[config.mk]
export PLATFORM = sky130hd
export DESIGN_NAME = cell_array_rc
export DESIGN_NICKNAME = d
export VERILOG_FILES = /design/src/rtl/ap_cell_pkg.sv /design/src/rtl/cell_array_rc_cell_next.sv /design/src/rtl/cell_array_rc.sv
export SDC_FILE = /design/constraint.sdc
export NUM_CORES = 1
export LEC_CHECK = 0
export BUFFER_PORTS_ARGS = -buffer_cell sky130_fd_sc_hd__buf_4
export CAP_MARGIN = 15
export CORE_ASPECT_RATIO = 1.4
export CORE_UTILIZATION = 30
export CTS_BUF_LIST = sky130_fd_sc_hd__clkbuf_4 sky130_fd_sc_hd__clkbuf_8 sky130_fd_sc_hd__clkbuf_16
export DETAILED_ROUTE_END_ITERATION = 10
export SYNTH_ARGS = -nofsm -noshare
export SYNTH_HDL_FRONTEND = slang
export SYNTH_SLANG_ARGS = --single-unit
[constraint.sdc]
create_clock -name clk -period 5.76 [get_ports clk]
set_input_delay 0.576 -clock clk [delete_from_list [all_inputs] [get_ports clk]]
set_output_delay 0.576 -clock clk [all_outputs]
set_load 0.05 [all_outputs]
[src/rtl/ap_cell_pkg.sv]
`default_nettype none
// ---------------------------------------------------------------------------
// Module   : ap_cell_pkg
// Purpose  : Shared opcodes, FSM states and per-cell select codes for the
//            cell_array_rc associative-processor cell array.
// Revision : 1.0  initial release
// ---------------------------------------------------------------------------
package ap_cell_pkg;

  // Command opcodes; encodings 9-15 are unused and behave as NOP.
  typedef enum logic [3:0] {
    OP_NOP    = 4'd0,
    OP_ROW_WR = 4'd1,
    OP_COL_WR = 4'd2,
    OP_COPY_B = 4'd3,
    OP_TAG_WB = 4'd4,
    OP_COPY_A = 4'd5,
    OP_ROW_RD = 4'd6,
    OP_COL_RD = 4'd7,
    OP_SCAN   = 4'd8
  } op_e;

  // Control FSM states.
  typedef enum logic [0:0] {
    ST_IDLE = 1'b0,
    ST_SCAN = 1'b1
  } state_e;

  // Source selected by a single cell on the current edge.
  typedef enum logic [2:0] {
    SEL_HOLD = 3'd0,
    SEL_WR   = 3'd1,
    SEL_QA   = 3'd2,
    SEL_QB   = 3'd3,
    SEL_TAG  = 3'd4
  } sel_e;

  // Tag write-back inversion rule. Without abs_opt, passes 1 and 2 invert.
  // With abs_opt, only negative rows (q_s=1) invert, on passes 2 and 3.
  function automatic logic tag_invert(input logic abs_opt, input logic [2:0] pass,
                                      input logic q_s);
    logic inv;
    if (abs_opt) inv = q_s && ((pass == 3'd2) || (pass == 3'd3));
    else         inv = (pass == 3'd1) || (pass == 3'd2);
    return inv;
  endfunction

endpackage
`default_nettype wire

[src/rtl/cell_array_rc_cell_next.sv]
`default_nettype none
// ---------------------------------------------------------------------------
// Module   : cell_next
// Purpose  : Next-state selector for one bit cell of the array.
// Revision : 1.0  initial release
// ---------------------------------------------------------------------------
module cell_next
  import ap_cell_pkg::*;
(
  input  logic       cur_i,
  input  logic       qa_i,
  input  logic       qb_i,
  input  logic       wr_i,
  input  sel_e       sel_i,
  input  logic [2:0] pass_i,
  input  logic       abs_opt_i,
  input  logic       qs_i,
  output logic       next_o
);

  // Pick the cell's next value from the selected source; default is hold.
  always_comb begin
    next_o = cur_i;
    case (sel_i)
      SEL_WR:  next_o = wr_i;
      SEL_QA:  next_o = qa_i;
      SEL_QB:  next_o = qb_i;
      SEL_TAG: next_o = qa_i ^ tag_invert(abs_opt_i, pass_i, qs_i);
      default: next_o = cur_i;
    endcase
  end

endmodule
`default_nettype wire

[src/rtl/cell_array_rc.sv]
`default_nettype none
// ---------------------------------------------------------------------------
// Module   : cell_array_rc
// Purpose  : DATA_DEPTH x DATA_WIDTH bit-cell array with row/column write,
//            bulk copy, tagged write-back, row/column read and a full-array
//            row scan over a ready/valid read channel.
// Revision : 1.0  initial release
// ---------------------------------------------------------------------------
module cell_array_rc
  import ap_cell_pkg::*;
#(
  parameter int DATA_WIDTH = 8,
  parameter int DATA_DEPTH = 8,
  parameter int ADDR_WIDTH = 3
) (
  input  logic                             clk,
  input  logic                             rst,
  input  logic                             cmd_valid_i,
  output logic                             cmd_ready_o,
  input  logic [3:0]                       cmd_op_i,
  input  logic [ADDR_WIDTH-1:0]            cmd_addr_i,
  input  logic [DATA_WIDTH-1:0]            wr_row_i,
  input  logic [DATA_DEPTH-1:0]            wr_col_i,
  input  logic [DATA_DEPTH-1:0]            tag_i,
  input  logic [DATA_WIDTH-1:0]            mask_i,
  input  logic [DATA_DEPTH-1:0]            q_s_i,
  input  logic                             abs_opt_i,
  input  logic [2:0]                       pass_i,
  input  logic [DATA_WIDTH*DATA_DEPTH-1:0] q_a_i,
  input  logic [DATA_WIDTH*DATA_DEPTH-1:0] q_b_i,
  output logic [DATA_WIDTH*DATA_DEPTH-1:0] q_o,
  output logic                             rd_valid_o,
  input  logic                             rd_ready_i,
  output logic [DATA_WIDTH-1:0]            rd_row_o,
  output logic [DATA_DEPTH-1:0]            rd_col_o,
  output logic [ADDR_WIDTH-1:0]            rd_idx_o,
  output logic                             err_o
);

  // One extra bit so the limits themselves are representable.
  localparam logic [ADDR_WIDTH:0]   c_depth_lim = (ADDR_WIDTH+1)'(DATA_DEPTH);
  localparam logic [ADDR_WIDTH:0]   c_width_lim = (ADDR_WIDTH+1)'(DATA_WIDTH);
  localparam logic [ADDR_WIDTH-1:0] c_last_row  = ADDR_WIDTH'(DATA_DEPTH - 1);

  state_e                            state_q;
  logic [ADDR_WIDTH-1:0]             scan_cnt_q;
  logic [DATA_WIDTH*DATA_DEPTH-1:0]  array_q;
  logic [DATA_WIDTH*DATA_DEPTH-1:0]  array_d;
  logic                              rd_valid_q;
  logic [DATA_WIDTH-1:0]             rd_row_q;
  logic [DATA_DEPTH-1:0]             rd_col_q;
  logic [ADDR_WIDTH-1:0]             rd_idx_q;
  logic                              err_q;

  logic                              w_accept;
  logic                              w_addr_bad;
  logic                              w_exec;
  logic                              w_row_op;
  logic                              w_col_op;
  logic [ADDR_WIDTH-1:0]             w_rd_ridx;
  logic [DATA_WIDTH-1:0]             w_row_data;
  logic [DATA_DEPTH-1:0]             w_col_data;

  // A new command is taken only in IDLE with the read register free or draining.
  assign cmd_ready_o = rst && (state_q == ST_IDLE) && (!rd_valid_q || rd_ready_i);
  assign w_accept    = cmd_valid_i && cmd_ready_o;

  assign w_row_op   = (cmd_op_i == OP_ROW_WR) || (cmd_op_i == OP_ROW_RD);
  assign w_col_op   = (cmd_op_i == OP_COL_WR) || (cmd_op_i == OP_COL_RD);
  assign w_addr_bad = (w_row_op && ({1'b0, cmd_addr_i} >= c_depth_lim)) ||
                      (w_col_op && ({1'b0, cmd_addr_i} >= c_width_lim));
  assign w_exec     = w_accept && !w_addr_bad;

  // Row to fetch: next scan row while scanning, row 0 when a scan starts.
  always_comb begin
    w_rd_ridx = cmd_addr_i;
    if (state_q == ST_SCAN)          w_rd_ridx = scan_cnt_q + ADDR_WIDTH'(1);
    else if (cmd_op_i == OP_SCAN)    w_rd_ridx = '0;
  end

  // Row and column read multiplexers over the current (pre-write) array.
  always_comb begin
    w_row_data = '0;
    w_col_data = '0;
    for (int r = 0; r < DATA_DEPTH; r++) begin
      if (w_rd_ridx == ADDR_WIDTH'(r)) w_row_data = array_q[r*DATA_WIDTH +: DATA_WIDTH];
      for (int c = 0; c < DATA_WIDTH; c++) begin
        if (cmd_addr_i == ADDR_WIDTH'(c)) w_col_data[r] = array_q[r*DATA_WIDTH + c];
      end
    end
  end

  for (genvar gi = 0; gi < DATA_DEPTH; gi++) begin : g_row
    for (genvar gj = 0; gj < DATA_WIDTH; gj++) begin : g_col
      sel_e w_sel;
      logic w_wr;

      // Decode which source this cell takes for the accepted command.
      always_comb begin
        w_sel = SEL_HOLD;
        w_wr  = (cmd_op_i == OP_COL_WR) ? wr_col_i[gi] : wr_row_i[gj];
        if (w_exec) begin
          case (cmd_op_i)
            OP_ROW_WR: if (cmd_addr_i == ADDR_WIDTH'(gi)) w_sel = SEL_WR;
            OP_COL_WR: if (cmd_addr_i == ADDR_WIDTH'(gj)) w_sel = SEL_WR;
            OP_COPY_A: w_sel = SEL_QA;
            OP_COPY_B: w_sel = SEL_QB;
            OP_TAG_WB: if (tag_i[gi] && mask_i[gj]) w_sel = SEL_TAG;
            default:   w_sel = SEL_HOLD;
          endcase
        end
      end

      cell_next u_cell (
        .cur_i     (array_q[gi*DATA_WIDTH + gj]),
        .qa_i      (q_a_i[gi*DATA_WIDTH + gj]),
        .qb_i      (q_b_i[gi*DATA_WIDTH + gj]),
        .wr_i      (w_wr),
        .sel_i     (w_sel),
        .pass_i    (pass_i),
        .abs_opt_i (abs_opt_i),
        .qs_i      (q_s_i[gi]),
        .next_o    (array_d[gi*DATA_WIDTH + gj])
      );
    end
  end

  // Array storage; every cell reloads from its selector each edge.
  always_ff @(posedge clk) begin
    if (!rst) array_q <= '0;
    else      array_q <= array_d;
  end

  // Control FSM, read-result register and error pulse.
  always_ff @(posedge clk) begin
    if (!rst) begin
      state_q    <= ST_IDLE;
      scan_cnt_q <= '0;
      rd_valid_q <= 1'b0;
      rd_row_q   <= '0;
      rd_col_q   <= '0;
      rd_idx_q   <= '0;
      err_q      <= 1'b0;
    end else begin
      err_q <= w_accept && w_addr_bad;
      case (state_q)
        ST_IDLE: begin
          if (rd_valid_q && rd_ready_i) rd_valid_q <= 1'b0;
          if (w_exec) begin
            case (cmd_op_i)
              OP_ROW_RD: begin
                rd_valid_q <= 1'b1;
                rd_row_q   <= w_row_data;
                rd_col_q   <= '0;
                rd_idx_q   <= cmd_addr_i;
              end
              OP_COL_RD: begin
                rd_valid_q <= 1'b1;
                rd_row_q   <= '0;
                rd_col_q   <= w_col_data;
                rd_idx_q   <= cmd_addr_i;
              end
              OP_SCAN: begin
                rd_valid_q <= 1'b1;
                rd_row_q   <= w_row_data;
                rd_col_q   <= '0;
                rd_idx_q   <= '0;
                scan_cnt_q <= '0;
                state_q    <= ST_SCAN;
              end
              default: ;
            endcase
          end
        end
        ST_SCAN: begin
          if (rd_valid_q && rd_ready_i) begin
            if (scan_cnt_q == c_last_row) begin
              rd_valid_q <= 1'b0;
              scan_cnt_q <= '0;
              state_q    <= ST_IDLE;
            end else begin
              scan_cnt_q <= scan_cnt_q + ADDR_WIDTH'(1);
              rd_row_q   <= w_row_data;
              rd_idx_q   <= scan_cnt_q + ADDR_WIDTH'(1);
            end
          end
        end
        default: state_q <= ST_IDLE;
      endcase
    end
  end

  assign q_o        = array_q;
  assign rd_valid_o = rd_valid_q;
  assign rd_row_o   = rd_row_q;
  assign rd_col_o   = rd_col_q;
  assign rd_idx_o   = rd_idx_q;
  assign err_o      = err_q;

endmodule
`default_nettype wire

==> results of run 1 <==
==> worst max-delay path: stages <==
cell and delay (ps):
buf_4 440, nor3b_1 760, o21ai_2 70, buf_4 230, a211oi_4 390, nor2_4 220, a221oi_1 650, a311oi_1 190
==> Yosys cell counts (all sizes together) (7+ instances only) <==
master	instances	share of area, %
a21oi	274	15
inv	17	0.68
nand2	69	2.8
a31oi	38	2.7
nand3	65	3.5
xor2	7	0.66
a211oi	8	0.78
mux2i	19	2.0
dfxtp	88	19
o22ai	12	0.80
a21o	8	0.64
a2bb2oi	8	0.75
nor2	67	2.7
a221oi	15	1.4
nor3	81	4.3
o221ai	7	0.66
mux2	14	1.7
clkbuf	77	3.1
nand2b	16	1.1
o21ai	152	8.2
a311oi	27	2.5
or3	59	4.0
o31ai	35	2.8
buf	109	7.7
and2	8	0.54
==> registers in the layout (all words and copies together), names as in the netlist <==
signal      cells
rd_col_o        8
q_o            64
rd_valid_o      1
rd_row_o        8
state_q         1
scan_cnt_q      3
rd_idx_o        3
==> power by group through the flow <==
stage          Clock, mW  Sequential [mW]  Combinational [mW]
6_report           0.652            0.668               0.601
5_1_grt            0.679            0.667               0.621
3_5_place_dp           0            0.679               0.580
3_3_place_gp           0            0.679               0.581
2_1_floorplan          0            0.657               0.334
4_1_cts            0.652            0.665               0.581
==> cell type report <==
type,instances,area share (%)
Antenna cell,1,0.0222
Sequential cell,88,15.6
Clock buffer,9,2.00
Clock inverter,7,0.688
Tap cell,390,4.33
Multi-Input combinational cell,1084,58.0
Inverter,18,0.599
Timing Repair Buffer,281,18.7
==> routing by layer <==
metal  part of all wire [%]  up-vias  routed length, um
met4                     10        2               6020
met1                     34     5892              19900
met5                  0.045        -                 26
li1                       -     5402                  -
met2                     44     1015              25500
met3                     11      309               6500
==> per-stage QoR <==
stage          cell area [um2]  setup slack, ps
3_3_place_gp             11000             2090
3_5_place_dp             11000             2210
2_1_floorplan             9340             2980
4_1_cts                  11300             2560
5_1_grt                  11300             2350
6_report                 11300             2430
==> logic make-up after synthesis <==
logic type	after synthesis	share of synthesized area, %
other	1	0.0402
multiplexers	38	4.93
XOR/XNOR	9	0.844
AND/OR/NAND/NOR	401	22.6
adder cells (fa/ha/maj)	2	0.268
AO/OA/AOI/OAI	633	41.0
flip-flops	88	18.9
buffers and inverters	204	11.5
==> final timing paths <==
check,end,slack [ps],cells past startpoint
worst min register to register,rd_row_o[4],480,2
worst max register to register,rd_row_o[2],2680,5
worst min-delay path,q_o[29],480,3
worst max-delay path,q_o[27],2430,8
==> results.sh, run 1 <==
export IMPL_hold_viol=0
export IMPL_multi_input_area_um2=6540
export IMPL_setup_viol=0
export IMPL_postSynthAreaPerCell_um2=6.79
export IMPL_drt_pass1_iterations=6
export IMPL_power_density_nw_per_um2=170
export IMPL_irDropWorstVdd_mv=0.103
export IMPL_htreeDepth=3
export IMPL_path_clk_slew_ps=80
export IMPL_maxClockFrequency_mhz=301
export IMPL_rows=76
export IMPL_clock_latency_ps=380
export IMPL_clock_root_buffer="clkbuf_16"
export IMPL_slew_limit_headroom_pct=20.4
export IMPL_core_area_um2=30700
export IMPL_wirelength_mm=58.0
export IMPL_routed_via_density=6.72
export IMPL_fin_setup_tns_ps=0
export IMPL_cts_sinks=88
export IMPL_p_leak_nw=3.98
export IMPL_seqPwrFrac_pct=34.8
export IMPL_grt_pass1_vias=12100
export IMPL_grt_max_degree=60
export IMPL_min_from="q_a_i[29]"
export IMPL_start_util_pct=30.4
export IMPL_num_io_pins=269
export IMPL_synthArstFlopShare_pct=0
export IMPL_synth_cell_types=78
export IMPL_dpl_cell_count=1861
export IMPL_yosysSeqAreaShare_pct=18.9
export IMPL_finalCritPeriodShare_pct=57.8
export IMPL_combPwrFrac_pct=31.3
export IMPL_pwr_share_clk_pct=33.9
export IMPL_p_sw_share_pct=39.4
export IMPL_grt_usage_pct=36.2
export IMPL_fillers=3326
export IMPL_crit_start="cmd_addr_i[1]"
export IMPL_vias=12600
export IMPL_grt_pass1_wl_mm=82.3
export IMPL_synthCells=1376
export IMPL_maxCapViolCount=0
export IMPL_finalNetCount=1667
export IMPL_drc=0
export IMPL_die_w_um=151
export IMPL_gp_congestion=1.03
export IMPL_dp_hpwl_mm=42.8
export IMPL_slew_viol_final=0
export IMPL_wl_per_cell_um=30.9
export IMPL_tightest_slew_ps=1180
export IMPL_required_ps=5980
export IMPL_p_total_mw=1.92
export IMPL_crit_type="in2reg"
export IMPL_hold_class="in2reg"
export IMPL_ys_seq_elements=88
export IMPL_dieArea_um2=31800
export IMPL_numCtsBuffers=9
export IMPL_p_int_mw=1.16
export IMPL_crit_path_max_fanout=48
export IMPL_clk_path_buf_depth=2
export IMPL_holdWs_ps=476
export IMPL_skew_ps=12.1
export IMPL_grt_overflow_total=0
export IMPL_layout_min_cycle_time_ps=3330
export IMPL_postLayoutCoreUtil_pct=36.7
export IMPL_grt_setup_unrepaired="false"
export IMPL_grt_busiest_layer="met2"
export IMPL_status="completed"
export IMPL_seqCellArea_um2=1760
export IMPL_synth_warning_count=0
export IMPL_final_cell_count_no_fill=1878
export IMPL_syn_nets=1561
export IMPL_drive_gt1_share_pct=23.7
export IMPL_cts_tree="done"
export IMPL_grtUsageMet2_pct=55.3
export IMPL_mostFrequentLayoutCell="buf_4"
export IMPL_io_buffers=267
export IMPL_post_cts_resized=0
export IMPL_antenna_found_initial=2
export IMPL_groute_layer_met3_usage_pct=8.62
export IMPL_ys_flop_type="dfxtp_1"
export IMPL_synth_edff_count=0
export IMPL_startpoint_type="input pin"
export IMPL_post_cts_buffers=0
export IMPL_syn_area_um2=9340
export IMPL_layout_common_cells="buf_4, a21oi_1, o21ai_0"
export IMPL_cts_hold_buf=0
export IMPL_switchingPower_mw=0.757
export IMPL_ant_nets=0
export IMPL_syn2layout_area_growth_pct=20.7
export IMPL_crit_path_end_kind="flop"
export IMPL_gr_usage_met1_pct=41.3
export IMPL_reg2reg_from="state_q"
export IMPL_drtIter0Drc=1500
export IMPL_cp_arrival_ps=3550
export IMPL_die_height_um=211
No activity file was read; power rests on OpenSTA's default activity.
==> inputs of run 2 (changes only) <==
Clock period 5.76 ns to 3.2 ns, I/O delays scaled along.
==> results.sh, run 2 (synthesized netlist as in run 1, its figures left out) <==
export IMPL_drc=0
export IMPL_vias=12900
export IMPL_cp_arrival_ps=2960
export IMPL_finalWorstSetupSlack_ps=525
export IMPL_die_height_um=211
export IMPL_setup_viol=0
export IMPL_htreeDepth=3
export IMPL_crit_type="reg2reg"
export IMPL_wirelength_mm=61.0
export IMPL_holdWs_ps=229
export IMPL_maxCapViolCount=0
export IMPL_required_ps=3490
export IMPL_num_io_pins=269
export IMPL_drt_pass1_iterations=6
export IMPL_clock_latency_ps=380
export IMPL_dp_hpwl_mm=45.7
export IMPL_ff2ff_path_depth=6
export IMPL_layout_common_cells="buf_4, a21oi_1, o21ai_0"
export IMPL_status="completed"
export IMPL_regToRegSetupSlack_ps=530
export IMPL_drtIter0Drc=1848
export IMPL_grtUsageMet2_pct=59.1
export IMPL_antenna_found_initial=2
export IMPL_maxClockFrequency_mhz=374
export IMPL_largest_reg_flops=64
export IMPL_die_w_um=151
export IMPL_crit_path_end_kind="flop"
export IMPL_cts_hold_buf=0
export IMPL_post_cts_buffers=0
export IMPL_cts_sinks=88
export IMPL_grt_busiest_layer="met2"
export IMPL_gp_congestion=1.01
export IMPL_final_cell_area_um2=11800
export IMPL_ant_nets=0
export IMPL_crit_path_max_fanout=37
export IMPL_startpoint_type="flop"
export IMPL_wl_per_cell_um=31.4
export IMPL_grt_overflow_total=0
export IMPL_grt_setup_unrepaired="false"
export IMPL_grt_pass1_wl_mm=85.3
export IMPL_slew_viol_final=0
export IMPL_slew_limit_headroom_pct=19.1
export IMPL_p_leak_nw=4.32
export IMPL_place_area_um2=11500
export IMPL_numCtsBuffers=9
export IMPL_place_ws_ps=390
export IMPL_clock_root_buffer="clkbuf_16"
export IMPL_routed_via_density=6.65
export IMPL_gr_usage_met1_pct=43.8
export IMPL_power_density_nw_per_um2=306
export IMPL_crit_chain="or3_2 -> a211oi_4 -> nor2_4 -> buf_4 -> o21ai_0 -> a311oi_1"
export IMPL_finalCritPeriodShare_pct=83.6
export IMPL_grt_usage_pct=37.9
export IMPL_core_area_um2=30700
export IMPL_groute_layer_met3_usage_pct=9.46
export IMPL_io_buffers=267
export IMPL_hold_class="in2reg"
export IMPL_cts_tree="done"
export IMPL_skew_ps=17.4
export IMPL_fin_setup_tns_ps=0
export IMPL_drive_gt1_share_pct=26.8
export IMPL_start_util_pct=30.4
export IMPL_post_cts_resized=0
export IMPL_irDropWorstVdd_mv=0.199
export IMPL_dieArea_um2=31800
export IMPL_diodes=0
export IMPL_slowest_stage="nor2_4"
export IMPL_hold_viol=0
export IMPL_grt_pass1_vias=12300
export IMPL_syn2layout_area_growth_pct=26.5
export IMPL_mostFrequentLayoutCell="buf_4"
export IMPL_finalNetCount=1731
export IMPL_tightest_slew_ps=1200
export IMPL_path_clk_slew_ps=80
export IMPL_min_from="q_a_i[23]"
export IMPL_grt_max_degree=60
export IMPL_cpPeakStageDelay_ps=690
export IMPL_rows=76
export IMPL_layout_min_cycle_time_ps=2670
export IMPL_whs_path_depth=3
export IMPL_reg2reg_from="state_q"
export IMPL_r2r_end="q_o[62]"
export IMPL_clk_path_buf_depth=2
export IMPL_worstHoldEndpoint="q_o[23]"
==> run 2: worst max-delay path by stage <==
| stage | from | to | slack [ps] | cells past startpoint |
|---|---|---|---|---|
| 2_1_floorplan | rd_valid_o | q_o[37] | 840 | 6 |
| 3_3_place_gp | cmd_op_i[1] | q_o[6] | 430 | 8 |
| 3_5_place_dp | cmd_op_i[1] | q_o[52] | 390 | 8 |
| 4_1_cts | state_q | q_o[62] | 600 | 6 |
| 5_1_grt | state_q | q_o[1] | 390 | 6 |
| 6_report | state_q | q_o[62] | 530 | 6 |
==> run 2: where the power goes <==
part           leakage (nW)  total, mW  switching, mW  internal, mW
Clock                 0.161       1.27          0.565         0.701
Combinational          3.45       1.15          0.755         0.399
Sequential            0.712       1.20         0.0705          1.12
==> run 2: critical path: cells and delay by family, from the launching register on <==
| family | cells | cell delay (ps) |
|---|---|---|
| flops | 1 | 590 |
| buf+inv | 1 | 440 |
| compound gates | 3 | 440 |
| simple gates | 2 | 1060 |
==> run 2: area by class of cell <==
type	instances	area (um2)
inverters	18	67.6
repair buffers	345	2630
flip-flops and latches	88	1760
clock buffers	10	233
well taps	390	488
fillers	3323	18900
multi-input cells	1084	6540
clock inverters	6	91.3
==> run 2: metal layers <==
layer | vias to the layer above | wire length [um]
li1 | 5517 | -
met1 | 6135 | 21500
met2 | 986 | 27500
met3 | 271 | 6660
met4 | 4 | 5230
met5 | - | 30
==> run 2: metrics by stage <==
step | power [mW] | util (%) | instances
floorplan | 1.78 | - | 1376
global placement | 2.33 | 37.4 | 1925
detailed placement | 2.33 | 37.4 | 1925
CTS | 3.57 | 38.4 | 1941
global route | 3.68 | 38.4 | 1941
finish | 3.62 | 38.4 | 1941
